<file path="config.mk">
export PLATFORM = sky130hd
export DESIGN_NAME = step_sequencer
export DESIGN_NICKNAME = d
export VERILOG_FILES = /design/src/rtl/step_seq_pkg.sv /design/src/rtl/seq_prescaler.sv /design/src/rtl/step_sequencer.sv
export SDC_FILE = /design/constraint.sdc
export NUM_CORES = 1
export LEC_CHECK = 0
export CORE_MARGIN = 2
export CORE_UTILIZATION = 54
export CTS_CLUSTER_DIAMETER = 60
export DETAILED_ROUTE_END_ITERATION = 10
export PLACE_DENSITY_LB_ADDON = 0.12
export SETUP_SLACK_MARGIN = 0.05
export SYNTH_ARGS = -nofsm -noshare
export SYNTH_HDL_FRONTEND = slang
export SYNTH_SLANG_ARGS = --single-unit
</file>
<file path="constraint.sdc">
create_clock -name i_clk -period 3.4 [get_ports i_clk]
set_input_delay 0.85 -clock i_clk [delete_from_list [all_inputs] [get_ports i_clk]]
set_output_delay 0.85 -clock i_clk [all_outputs]
set_load 0.02 [all_outputs]
</file>
<file path="src/rtl/step_seq_pkg.sv">
// Shared encodings and defaults for the programmable step sequencer.
package step_seq_pkg;

  localparam int unsigned SEQ_DEFAULT_DIV   = 50000;
  localparam int unsigned SEQ_DEFAULT_STEPS = 16;

  typedef enum logic [1:0] {
    SEQ_MODE_LOOP     = 2'd0,
    SEQ_MODE_ONESHOT  = 2'd1,
    SEQ_MODE_PINGPONG = 2'd2,
    SEQ_MODE_RSVD     = 2'd3
  } seq_mode_e;

  typedef enum logic {
    SEQ_DIR_UP   = 1'b0,
    SEQ_DIR_DOWN = 1'b1
  } seq_dir_e;

  // Counter width able to hold 0..n-1, never narrower than one bit.
  function automatic int unsigned seq_cnt_width(input int unsigned n);
    return (n > 1) ? $clog2(n) : 1;
  endfunction

endpackage

</file>
<file path="src/rtl/seq_prescaler.sv">
// Divides clk by DIV into a one-clk tick; synchronous clear, enable freezes the count.
module seq_prescaler
  import step_seq_pkg::*;
#(
  parameter int unsigned DIV = SEQ_DEFAULT_DIV
) (
  input  logic i_clk,
  input  logic i_clear,
  input  logic i_en,
  output logic o_tick
);

  localparam int unsigned    CW   = seq_cnt_width(DIV);
  localparam logic [CW-1:0]  LAST = CW'(DIV - 1);

  logic [CW-1:0] r_cnt;

  always_ff @(posedge i_clk) begin
    if (i_clear) begin
      r_cnt <= '0;
    end else if (i_en) begin
      r_cnt <= (r_cnt == LAST) ? '0 : r_cnt + CW'(1);
    end
  end

  assign o_tick = i_en && !i_clear && (r_cnt == LAST);

endmodule

</file>
<file path="src/rtl/step_sequencer.sv">
// Multi-step sequencer: per-step dwell table, loop/one-shot/ping-pong walk, step-start pulse.
// Optional STEP_SEQ_HOLD_EN adds i_hold, which freezes prescaler and step timing.
module step_sequencer
  import step_seq_pkg::*;
#(
  parameter int unsigned DIV       = SEQ_DEFAULT_DIV,
  parameter int unsigned WIDTH     = 8,
  parameter int unsigned DLY_WIDTH = 8,
  parameter int unsigned STEPS     = SEQ_DEFAULT_STEPS
) (
  input  logic                 i_clk,
  input  logic                 i_reset,
  input  logic                 i_run,
  input  logic [1:0]           i_mode,
  input  logic [WIDTH-1:0]     i_max_cnt,
  input  logic                 i_wr_en,
  input  logic [WIDTH-1:0]     i_wr_addr,
  input  logic [DLY_WIDTH-1:0] i_wr_data,
`ifdef STEP_SEQ_HOLD_EN
  input  logic                 i_hold,
`endif
  output logic [WIDTH-1:0]     o_index,
  output logic                 o_pulse,
  output logic                 o_busy,
  output logic                 o_done
);

  localparam int unsigned      AW        = seq_cnt_width(STEPS);
  localparam logic [WIDTH-1:0] LAST_STEP = WIDTH'(STEPS - 1);

  logic [DLY_WIDTH-1:0] r_table [STEPS];

  logic [WIDTH-1:0]     r_index, w_index_nxt;
  logic [DLY_WIDTH-1:0] r_dly, w_dly_nxt;
  seq_dir_e             r_dir, w_dir_nxt;
  logic                 r_done, w_done_nxt;

  logic                 w_clear;
  logic                 w_en;
  logic                 w_tick;
  logic [WIDTH-1:0]     w_last;
  logic [DLY_WIDTH-1:0] w_dwell;

  // Table is not reset; run/reset only rewind the walk.
  always_ff @(posedge i_clk) begin
    if (i_wr_en && (32'(i_wr_addr) < STEPS)) begin
      r_table[i_wr_addr[AW-1:0]] <= i_wr_data;
    end
  end

  assign w_dwell = r_table[r_index[AW-1:0]];
  assign w_last  = (i_max_cnt > LAST_STEP) ? LAST_STEP : i_max_cnt;
  assign w_clear = i_reset || !i_run || r_done;

`ifdef STEP_SEQ_HOLD_EN
  assign w_en = !i_hold;
`else
  assign w_en = 1'b1;
`endif

  seq_prescaler #(.DIV(DIV)) u_prescaler (
    .i_clk   (i_clk),
    .i_clear (w_clear),
    .i_en    (w_en),
    .o_tick  (w_tick)
  );

  always_ff @(posedge i_clk) begin
    if (i_reset || !i_run) begin
      r_index <= '0;
      r_dly   <= '0;
      r_dir   <= SEQ_DIR_UP;
      r_done  <= 1'b0;
    end else begin
      r_index <= w_index_nxt;
      r_dly   <= w_dly_nxt;
      r_dir   <= w_dir_nxt;
      r_done  <= w_done_nxt;
    end
  end

  always_comb begin
    w_index_nxt = r_index;
    w_dly_nxt   = r_dly;
    w_dir_nxt   = r_dir;
    w_done_nxt  = r_done;
    if (w_tick) begin
      if (r_dly >= w_dwell) begin
        w_dly_nxt = '0;
        case (seq_mode_e'(i_mode))
          SEQ_MODE_ONESHOT: begin
            if (r_index == w_last)     w_done_nxt  = 1'b1;
            else if (r_index > w_last) w_index_nxt = '0;
            else                       w_index_nxt = r_index + WIDTH'(1);
          end
          SEQ_MODE_PINGPONG: begin
            // An index stranded above a lowered limit walks back down.
            if (r_dir == SEQ_DIR_UP) begin
              if (r_index < w_last) begin
                w_index_nxt = r_index + WIDTH'(1);
              end else if (r_index != '0) begin
                w_index_nxt = r_index - WIDTH'(1);
                w_dir_nxt   = SEQ_DIR_DOWN;
              end
            end else begin
              if (r_index != '0) begin
                w_index_nxt = r_index - WIDTH'(1);
              end else begin
                w_dir_nxt   = SEQ_DIR_UP;
                w_index_nxt = (w_last != '0) ? WIDTH'(1) : '0;
              end
            end
          end
          default: begin
            w_index_nxt = (r_index >= w_last) ? '0 : r_index + WIDTH'(1);
          end
        endcase
      end else begin
        w_dly_nxt = r_dly + DLY_WIDTH'(1);
      end
    end
  end

  assign o_index = r_index;
  assign o_pulse = w_tick && (r_dly == '0);
  assign o_busy  = i_run && !r_done;
  assign o_done  = r_done;

endmodule
</file>
==> flow_summary_export.csv <==
group,metric,value,unit
synth,synth_top_cell_area_share,51.8,%
power_and_ir_drop,swShare,20.3,%
critical_path,cp-end-kind,"flop",
synth,ys_async_sr_fraction,0,%
finish,area_growth,26.6,%
route,wl_met1,6720,um
critical_path,cp.required,3700,ps
route,wl_met3,536,um
power_and_ir_drop,p_int,3400,uW
route,first_pass_iters,7,
route,drc,0,
synth,synth_commonest_cells,"128 x edfxtp_1, 53 x nor2_1, 40 x mux4_2",
synth,synth_most_common_cell,"edfxtp_1",
route,postRouteAntennaNets,0,
synth,synthMuxAreaShare,12.4,%
synth,yosys.area_share.adder,3.88,%
cts,root_buffer,"clkbuf_16",
flow_run,cap_violations,0,
synth,netlist_area,7420,um^2
cts,cts_buffers,17,
timing,hold_slack,464,ps
timing,finalClockSkew,8.07,ps
global_routing,grt_pass1_wl,24200,um
route,routed.top_layer,"met4",
timing,worst_pin_slew,553,ps
finish,diodes,0,
floorplanning,ios,41,
finish,drive_above_1_share,30.1,%
route,dr_wl_met2,8390,um
power_and_ir_drop,leakagePower,0.00319,uW
synth,synth_compound_area_share,4.94,%
synth,synthXorXnorAreaFrac,2.48,%
timing,hold_viol_final,0,
power_and_ir_drop,pwr-share-clk,45.7,%
global_routing,gr-usage-all-layers,22.0,%
floorplanning,start_util,55.6,%
synth,yosysSeqAreaShare,62.1,%
place,gp_congestion,0.857,
cts,cts_tree,"built",
place,dp_cells,737,
route,via_per_inst,5.79,
place,dp_hpwl,10500,um
cts,postCtsHoldBufs,0,
synth,synth_edf_count,128,
cts,clock_path_buffers,2,
critical_path,critical_path.top_delay_family,"compound AO/OA/AOI/OAI gates",
route,vias,4560,
run_status,status,"complete, no violations",
synth,ys.flop_type,"edfxtp_1",
synth,synth_seq_cells,166,
floorplanning,die-area,14700,um^2
min_path,hold_class,"flop to flop",
place,portBuffers,40,
synth,avgSynthCellArea,14.9,um^2
timing,final_max_slew_viol_count,0,
critical_path,start_kind,"primary input",
cts,clk_pin_slew,60,ps
critical_path,crit_slowest_cell,"or4_4",
critical_path,cp_num_buf_inv,1,
synth,synth.area.top_cells,"edfxtp_1 52%, mux4_2 12%, dfxtp_1 10%, ha_1 3.9%, nor2_1 2.7%",
critical_path,crit_type,"primary input to flop",
power_and_ir_drop,combPwrFrac,3.1,%
synth,synth_top_family_by_area,"multiplexers",
global_routing,grt_start_max_net_pins,29,
floorplanning,die-width,121,um
global_routing,antenna_found_initial,0,
route,postRouteWirelength,15800,um
power_and_ir_drop,power_switching,865,uW
route,drt-initial-drc-count,333,
synth,synth_area_leader_cell,"edfxtp_1",
place,place_area,8260,um^2
synth,yosysWarnings,0,
timing,rsz0062_at_grt,"yes",
power_and_ir_drop,power_frac_seq,51.2,%
timing,period_share,96.1,%
global_routing,grt-ovfl-total,0,
floorplanning,coreArea,13300,um^2
timing,setup_violations,0,
cts,clk_latency,420,ps
floorplanning,die_y,121,um
critical_path,crit_fanout,11,
critical_path,cp_cell_sequence,"clkdlybuf4s50_1 -> or4_4 -> nor2_2 -> ha_1 -> nor2b_1 -> o211ai_1 -> a21oi_1 -> o311a_4 -> and3_1 -> o31ai_2 -> a21oi_2",
power_and_ir_drop,power_density,455,nW/um^2
critical_path,critPathArrivalTime,3570,ps
finish,final_cell_area,9390,um^2
timing,fmax,306,MHz
synth,synth_cells,498,
timing,period_needed,3270,ps
route,wl_per_cell,20.1,um
global_routing,grt_pass1_vias,4666,
cts,numClockSinks,166,
timing,relSlewSlack,63.0,%
finish,finalNonFillerCells,788,
critical_path,slowest_delay,510,ps
synth,ys_types,66,
synth,synth-simple-area-share,12.0,%
cts,h-tree-depth,4,
finish,fin_nets,652,
power_and_ir_drop,ir_drop,0.374,mV
floorplanning,std_cell_rows,42,
cells in the final DEF, fill, tap and decap left out, types with 4 or more instances in the layout:
cell	count
a31oi_1	5
a211oi_2	4
edfxtp_1	128
clkbuf_16	19
buf_4	44
nor3_1	14
ha_4	7
xnor2_1	6
buf_12	5
mux4_2	40
inv_1	13
dfxtp_1	37
and3_1	7
nand3_1	18
nand2_1	18
inv_2	5
xor2_1	15
nor2_1	51
nand4_1	7
conb_1	4
ha_1	16
a21oi_1	6
clkdlybuf4s50_1	37
nor2b_1	6
area by class of cell:
class                      instances  area [um^2]
timing repair buffer              94          922
fill                             916         3960
sequential                       166         4610
inverter                          18         67.6
tap                              176          220
clock buffer                      17          425
multi-input combinational        302         2970
clock inverter                    15          176
flip-flops by register name, indices dropped and copies added (netlist names), named ones only:
name	cells
r_dir	1
o_index	8
r_table	128
u_prescaler.r_cnt	16
o_done	1
r_dly	8
final timing paths:
check	endpoint	slack, ps	cells past startpoint	from
max	o_index[2]$_SDFFE_PP0N_	130	11	i_max_cnt[5]
min	u_prescaler.r_cnt[0]$_SDFF_PP0_	460	1	u_prescaler.r_cnt[0]$_SDFF_PP0_
max reg2reg	o_index[3]$_SDFFE_PP0N_	160	12	flop
min reg2reg	u_prescaler.r_cnt[0]$_SDFF_PP0_	460	1	u_prescaler.r_cnt[0]$_SDFF_PP0_
logic make-up (layout without fill, tap and decap cells):
logic type,count (synthesis),in the layout
buffers and inverters,33,144
other,1,4
multiplexers,42,42
AND/OR/NAND/NOR,162,162
adder cells (fa/ha/maj),23,23
AO/OA/AOI/OAI,50,50
flip-flops,166,166
XOR/XNOR,21,21
worst register-to-register path, delay by kind of cell (launching register included):
family / cells / cell delay [ps]
buffers and inverters: 3 / 340
multiplexers: 2 / 1000
AND/OR/NAND/NOR: 1 / 280
adder cells (fa/ha/maj): 1 / 140
AO/OA/AOI/OAI: 5 / 980
flip-flops: 1 / 410
layer usage:
layer,track usage [%],up-vias
met5,0,-
met4,7.54,0
met3,3.85,13
met2,38.6,88
met1,27.5,2317
li1,-,2142
metrics by stage:
step	TNS (ps)	power (uW)	setup WS, ps	util (%)
detailed placement	-5220	2350	-531	61.9
floorplan	0	2270	122	-
global route	-44.7	4390	-22.6	70.4
finish	0	4270	131	70.4
global placement	-4250	2340	-408	61.9
CTS	0	4290	35.8	67.2
power by group through the flow:
stage                     sequential, uW  combinational (uW)  clock (uW)
final                               2190                 132        1950
after global routing                2190                 143        2060
after CTS                           2190                 118        1980
after detailed placement            2230                 117           0
after global placement              2230                 112           0
after floorplan                     2230                41.9           0
repair_timing:
action,4_1_cts,5_1_grt
setup endpoints to repair,13,12
pin swaps,6,25
buffers inserted,5,11
gates cloned,0,3
gates resized for setup,11,52
Power figures use the tool's default switching activity.
